==> config.mk <==
export PLATFORM = sky130hd
export DESIGN_NAME = multicycle_alu
export DESIGN_NICKNAME = d
export VERILOG_FILES = /design/src/rtl/multicycle_alu.sv
export SDC_FILE = /design/constraint.sdc
export NUM_CORES = 1
export LEC_CHECK = 0
export CORE_MARGIN = 2
export CORE_UTILIZATION = 55
export CTS_CLUSTER_DIAMETER = 50
export DETAILED_ROUTE_END_ITERATION = 8
export PLACE_DENSITY_LB_ADDON = 0.15
export SYNTH_ARGS = -nofsm -noshare
export SYNTH_HDL_FRONTEND = slang
export SYNTH_SLANG_ARGS = --single-unit
==> constraint.sdc <==
create_clock -name clk -period 7.7 [get_ports clk]
set_clock_uncertainty 0.15 [all_clocks]
set_input_delay 1.54 -clock clk [delete_from_list [all_inputs] [get_ports clk]]
set_output_delay 1.54 -clock clk [all_outputs]
set_load 0.01 [all_outputs]
==> src/rtl/multicycle_alu.sv <==
// Multicycle ALU: logic and arithmetic finish one cycle after start, while SLL/SRL
// iterate one bit per clock. done pulses once per operation, and the result holds until the next accepted start.
module multicycle_alu #(
  parameter int DATA_WIDTH  = 32,
  parameter int SHAMT_WIDTH = 5
) (
  input  logic                   clk,
  input  logic                   reset,
  input  logic                   start,
  input  logic [3:0]             ALUOperation,
  input  logic [DATA_WIDTH-1:0]  A,
  input  logic [DATA_WIDTH-1:0]  B,
  input  logic [SHAMT_WIDTH-1:0] shamt,
  output logic                   busy,
  output logic                   done,
  output logic [DATA_WIDTH-1:0]  ALUResult,
  output logic                   Zero,
  output logic                   Error
);

  localparam logic [3:0] OP_AND = 4'b0000;
  localparam logic [3:0] OP_OR  = 4'b0001;
  localparam logic [3:0] OP_NOR = 4'b0010;
  localparam logic [3:0] OP_ADD = 4'b0011;
  localparam logic [3:0] OP_SUB = 4'b0100;
  localparam logic [3:0] OP_LUI = 4'b0101;
  localparam logic [3:0] OP_SLL = 4'b0110;
  localparam logic [3:0] OP_SRL = 4'b0111;

  typedef enum logic {IDLE, SHIFT} state_t;

  state_t                 state_reg;
  logic [SHAMT_WIDTH-1:0] count_reg;
  logic                   shift_left_reg;

  logic [DATA_WIDTH-1:0]  op_result;
  logic                   op_error;
  logic                   op_is_shift;
  logic [DATA_WIDTH-1:0]  shift_next;

  always_comb begin
    op_result   = '0;
    op_error    = 1'b0;
    op_is_shift = 1'b0;
    case (ALUOperation)
      OP_AND: op_result = A & B;
      OP_OR:  op_result = A | B;
      OP_NOR: op_result = ~(A | B);
      OP_ADD: op_result = A + B;
      OP_SUB: op_result = A - B;
      OP_LUI: op_result = DATA_WIDTH'(B[15:0]) << 16;
      OP_SLL, OP_SRL: begin
        // A zero-length shift is just B; longer shifts start from B too
        op_result   = B;
        op_is_shift = 1'b1;
      end
      default: op_error = 1'b1;
    endcase
  end

  assign shift_next = shift_left_reg ? (ALUResult << 1) : (ALUResult >> 1);

  always_ff @(posedge clk) begin
    if (reset) begin
      state_reg      <= IDLE;
      count_reg      <= '0;
      shift_left_reg <= 1'b0;
      busy           <= 1'b0;
      done           <= 1'b0;
      ALUResult      <= '0;
      Zero           <= 1'b1;
      Error          <= 1'b0;
    end else begin
      done <= 1'b0;
      case (state_reg)
        IDLE: begin
          if (start) begin
            if (op_is_shift && shamt != '0) begin
              ALUResult      <= B;
              count_reg      <= shamt;
              shift_left_reg <= (ALUOperation == OP_SLL);
              busy           <= 1'b1;
              state_reg      <= SHIFT;
            end else begin
              ALUResult <= op_result;
              Zero      <= (op_result == '0);
              Error     <= op_error;
              done      <= 1'b1;
            end
          end
        end
        SHIFT: begin
          // Zero/Error keep their previous values until the final shift edge
          ALUResult <= shift_next;
          count_reg <= count_reg - SHAMT_WIDTH'(1);
          if (count_reg == SHAMT_WIDTH'(1)) begin
            state_reg <= IDLE;
            busy      <= 1'b0;
            done      <= 1'b1;
            Zero      <= (shift_next == '0);
            Error     <= 1'b0;
          end
        end
      endcase
    end
  end

endmodule

* Yosys cells after proc, flatten, opt, wreduce, memory -nomap -nowiden *
Cells that the tools add are included.

storage, ports and cells
  register bits = 43
  bits of input ports = 76
  output and inout bits = 36
  word-level logic and storage cells = 67

operators by class
  $add $sub $neg = 3
  equal/unequal tests = 12
  mux-type cells = 29
  bitwise operators = 4
  reduce and logical (&&, ||, !) cells = 11

operators by type and width
  kind                                                    count
  case mux 32 bit (7 select lines)                        1
  2-to-1 mux 32 bit                                       3
  zero test 32 bit                                        2
  case mux 32 bit (2 select lines)                        1
  adder 32 bit                                            1
  AND 32 bit                                              1
  inverter 32 bit                                         1
  OR 32 bit                                               1
  subtractor 32 bit                                       1
  == test 4 x 3 -> 1 bit (second input constant)          4
  2-to-1 mux 1 bit                                        16
  2-to-1 mux 5 bit                                        2
  case mux 1 bit (2 select lines)                         5
  case mux 5 bit (2 select lines)                         1
  AND reduction 3 bit                                     3
  == test 4 x 2 -> 1 bit (second input constant)          2
  OR reduction 8 bit                                      1
  inequality test 2 bit (second input constant)           3
  == test 5 x 1 -> 1 bit (second input constant)          1
  nonzero test 5 bit                                      1
  subtractor 5 x 1 -> 5 bit (second input constant)       1
  == test 4 x 1 -> 1 bit (second input constant)          1
  zero test 4 bit                                         1
  inequality test 2 x 1 -> 1 bit (second input constant)  1
  other kinds (4)                                         4

* Logic depth before layout (Yosys ltp) *
Gate-level depths: netlist of run 1.

  depth in word-level cells = 7
  mapped depth = 20
  mapped depth without buffers = 18

* Least setup slack after synthesis of run 1 *
OpenSTA, ideal clock, no wires.

  kind = input-to-reg
  from = input port ALUOperation[0]
  to = register Zero
  library setup time = 0.084 ns
  arrival = 5.847 ns
  data required time = 7.466 ns
  slack = 1.618 ns
  cell stages on the path = 20
  buffers on the path = 5
  path through = clkbuf_1 > clkbuf_1 > clkbuf_1 > nor2_1 > nand3_1 > clkbuf_1 > nand2_1 > xnor2_1 > ha_1 > clkbuf_1 > and4_1 > nand2_1 > a211o_1 > a2111oi_0 > nor2_1 > a211o_1 > nand4b_1 > nor4_1 > nand4_1 > o31ai_2

between the ends
  cells in the longest elaborated chain, start to end = 7
  elaborated cells between the ends (all ways) = 18
  classes of those cells = eq/ne: 8; mux: 5; reduce/logical: 5

ends and longest elaborated chain
  element                           RTL line  RTL
  start: declaration                10        input logic [3:0] ALUOperation,
  == test 4 x 3 -> 1 bit            45        case (ALUOperation)
  OR reduction 2 bit                --
  case mux 32 bit (7 select lines)  45
  zero test 32 bit                  86        Zero <= (op_result == '0);
  2-to-1 mux 1 bit                  78        if (op_is_shift && shamt != '0) begin
  2-to-1 mux 1 bit                  77        if (start) begin
  case mux 1 bit (2 select lines)   75        case (state_reg)
  end signal: assignment            86
  end signal: assignment            100       Zero <= (shift_next == '0);
  end: declaration                  17        output logic Zero,

Several ways; a longest one is shown, not always the timed one. The select of a mux whose other input is x is not followed.
A chain may end at the register's enable or synchronous reset.

* Worst setup path in the final report of run 1 *
  from = input port B[10]
  to = register Zero

between the ends
  cells in the longest elaborated chain, start to end = 7
  elaborated cells between the ends (all ways) = 10
  classes of those cells = add/sub: 2; mux: 4; bitwise: 3; reduce/logical: 1

ends and longest elaborated chain
  element                                                    RTL line  RTL
  start: declaration                                         12        input logic [DATA_WIDTH-1:0] B,
  branches (longest 2 deep; another with subtractor 32 bit)  --
  case mux 32 bit (7 select lines) (*)                       45
  zero test 32 bit (*)                                       86
  2-to-1 mux 1 bit (*)                                       78
  2-to-1 mux 1 bit (*)                                       77
  case mux 1 bit (2 select lines) (*)                        75

Mark *: on every way between the ends. The select of a mux whose other input is x is not followed.

==> results of run 1 <==
worst max path at each step:
| stage | from | to | slack, ns | depth (start not counted) |
|---|---|---|---|---|
| after global placement | B[10] | Zero | 0.83 | 18 |
| after floorplan | ALUOperation[0] | Zero | 1.62 | 20 |
| after CTS | B[10] | Zero | 1.04 | 18 |
| after global routing | B[10] | Zero | 0.62 | 18 |
| after detailed placement | B[10] | Zero | 0.75 | 18 |
| final | B[10] | Zero | 0.96 | 18 |
cell type report:
cell class | count | area [sq um] | area share [%]
clock buffers | 5 | 125.1 | 1.632
clock inverters | 3 | 67.56 | 0.8812
inverters | 20 | 75.07 | 0.9791
multi-input cells | 774 | 5147 | 67.13
flip-flops and latches | 43 | 862.1 | 11.24
well taps | 143 | 178.9 | 2.334
repair buffers | 125 | 1211 | 15.80
critical path: stages:
cell	delay [ns]
clkdlybuf4s50_1	0.57
or4_4	0.64
nand2b_4	0.17
or3_4	0.36
or3_1	0.39
o21ai_1	0.17
xor2_1	0.17
ha_1	0.32
and3_1	0.25
nand3_1	0.14
o22ai_1	0.10
nor3_1	0.61
o41ai_1	0.18
xor2_1	0.17
a221oi_1	0.42
and4b_1	0.26
nand4_1	0.11
o31ai_2	0.22
logic make-up (layout without fill, tap and decap cells):
kind of cell / after synthesis / in the layout
AOI/OAI and AO/OA: 331 / 331
xor gates and xnor gates: 51 / 51
adders and majority gates: 50 / 50
buffers and inverters: 94 / 153
DFF: 43 / 43
muxes: 32 / 32
and+or+nand+nor: 310 / 310
synthesized netlist by cell type, drive strengths merged (7+ instances only):
library cell / instances / share of area [%]
dfxtp: 43 / 14
o311ai: 9 / 1.2
a221oi: 17 / 2.4
buf: 7 / 0.53
nor4: 14 / 1.5
maj3: 13 / 2.0
a21o: 13 / 1.5
mux2i: 9 / 1.4
nor2b: 9 / 0.89
xnor2: 32 / 4.5
nand2b: 7 / 0.81
o31ai: 17 / 2.1
mux2: 23 / 4.1
o21a: 7 / 0.83
clkbuf: 67 / 4.0
nand4: 10 / 0.98
inv: 19 / 1.1
ha: 36 / 7.1
a31oi: 11 / 1.1
a21oi: 100 / 7.9
o21ai: 47 / 3.7
nand2: 88 / 5.2
nor3: 21 / 1.7
a211o: 8 / 1.1
nor2: 106 / 6.3
a211oi: 46 / 5.4
nand3: 14 / 1.1
xor2: 19 / 2.6
power by group through the flow:
| stage | combinational [mW] | sequential, mW | clock, mW |
|---|---|---|---|
| after floorplan | 0.316 | 0.264 | 0 |
| after global placement | 0.482 | 0.265 | 0 |
| after detailed placement | 0.486 | 0.266 | 0 |
| after CTS | 0.489 | 0.261 | 0.278 |
| after global routing | 0.545 | 0.264 | 0.288 |
| final | 0.500 | 0.261 | 0.278 |
layout by cell type (no fill, tap or decap), types with 10 or more instances in the layout:
master,netlist,final
a221oi_1,16,16
maj3_1,13,13
clkdlybuf4s50_1,0,110
ha_1,36,36
a21o_1,13,13
dfxtp_1,43,42
nor3_1,21,21
nor4_1,13,13
xnor2_1,31,31
a211oi_1,46,46
o21ai_0,38,38
nand3_1,14,14
nand4_1,10,10
inv_1,18,18
o31ai_1,16,16
a31oi_1,11,11
nand2_1,88,88
a21oi_1,100,100
xor2_1,19,19
mux2_2,23,23
nor2_1,106,106
buf_4,0,14
per-stage QoR:
step	power, mW	cells	hold WS (ns)
floorplan	0.5805	911	0.3124
global placement	0.7469	1105	0.3273
detailed placement	0.7513	1105	0.3287
CTS	1.028	1113	0.3367
global route	1.097	1113	0.3468
finish	1.040	1113	0.3410
metal layers:
metal  global-route usage, %  vias to the layer above  part of all wire (%)
li1                        -                     3550                     -
met1                   47.41                     3467                    42
met2                   56.30                      410                    45
met3                   6.859                       49                    10
met4                   11.19                        0                   3.1
met5                       0                        -                     0
==> out/metrics.yaml, run 1 <==
crit-reg2reg-launch: "shift_left_reg"
synth_async_sr_flop_share_pct: 0
pwr_density_cell_nw_per_um2: 135.6
wl_per_cell_um: 20.04
internal_power_mw: 0.6427
synth_fa_ha_area_share_pct: 9.447
synthMuxAreaShare_pct: 5.491
cts_buffers: 5
synth_nets: 1024
netlist_area_sq_um: 6357
hold_viol: 0
synthXorXnorAreaFrac_pct: 7.144
ys_seq_elements: 43
gr-total-overflow: 0
synth-edff-count: 0
outcome: "complete, no violations"
coreArea_sq_um: 11370
setup_ws_ns: 0.9572
tightest_slew_ns: 1.015
swShare_pct: 38.20
port_buffers: 111
r2r_slack_ns: 4.57
vias: 7476
postCtsResizedCells: 0
insertion_delay_ns: 0.29
timing.final.crit_share_pct: 87.57
drcViolationCount: 0
synth_top_family_by_area: "compound AO/OA/AOI/OAI gates"
placedInstanceArea_sq_um: 7475
ant_nets: 0
start_util_pct: 55.92
min_to: "Error"
whs_path_depth: 2
grt_use_total_pct: 35.02
max-slew-margin-rel_pct: 32.05
cts_buffer_depth: 2
first_global_vias: 6742
ir_drop_mv: 0.1740
syn_to_final_growth_pct: 20.61
maxSlewViolCount: 0
post-cts-setup-buffer-count: 0
h-tree-depth: 2
cts_sinks: 43
io_pins: 112
ys.flop_type: "dfxtp_1"
maxCapViolCount: 0
switchingPower_mw: 0.3973
endpoint_kind: "flip-flop"
final_nets: 1082
fin_area_sq_um: 7667
dieArea_sq_um: 12430
synth_cell_types: 81
required_ns: 7.76
synth_compound_area_share_pct: 34.99
synth-simple-area-share_pct: 23.72
die_x_um: 111.5
synth_cells: 911
start_kind: "input port"
layout-drive-gt1-share_pct: 6.495
hp-start: "Error"
timing.fmax_mhz: 148.3
ys_warn_count: 0
pwr-share-clk_pct: 26.7
antenna_found_initial: 0
drt-total-wl_um: 22300
largest_register_ffs: 32
pwr-share-seq_pct: 25.1
n_antenna_cell: 0
postCtsHoldBufs: 0
ys_seq_area_share_pct: 13.54
path_class: "input port to flip-flop"
rsz0062_at_grt: "no"
die_h_um: 111.5
avgSynthCellArea_sq_um: 6.978
path_clk_slew_ns: 0.06
regToRegEndpoint: "Zero"
setup-violations-final: 0
cp_max_fo: 7
grt_pass1_wl_um: 35870
reg2reg_depth: 8
period_needed_ns: 6.743
cts_tree: "done"
via_per_inst: 6.717
fillers: 1045
gp_congestion: 0.9894
root_buffer: "clkbuf_16"
leakagePower_nw: 2.861
combPwrFrac_pct: 48.1
place_ws_ns: 0.7491
rows: 39
dp_hpwl_um: 17060
firstDrtPassIters: 7
drt_iter0_drc: 858
critPathArrivalTime_ns: 6.80
fin_tns_setup_ns: 0
grt_max_degree: 71
hp-class: "flip-flop to flip-flop"
finish.utilization_pct: 67.44
(Power assumes the default switching activity.)
==> inputs of run 2 (changes only) <==
--- a/config.mk
+++ b/config.mk
@@ -7,9 +7,12 @@
 export LEC_CHECK = 0
 export CORE_MARGIN = 2
 export CORE_UTILIZATION = 55
+export CTS_BUF_LIST = sky130_fd_sc_hd__clkbuf_16
 export CTS_CLUSTER_DIAMETER = 50
 export DETAILED_ROUTE_END_ITERATION = 8
+export HOLD_SLACK_MARGIN = 0.12
 export PLACE_DENSITY_LB_ADDON = 0.15
+export SLEW_MARGIN = 20
 export SYNTH_ARGS = -nofsm -noshare
 export SYNTH_HDL_FRONTEND = slang
 export SYNTH_SLANG_ARGS = --single-unit
==> results of run 2 <==
The final DEF is identical to that of run 1; final timing and power are the same.
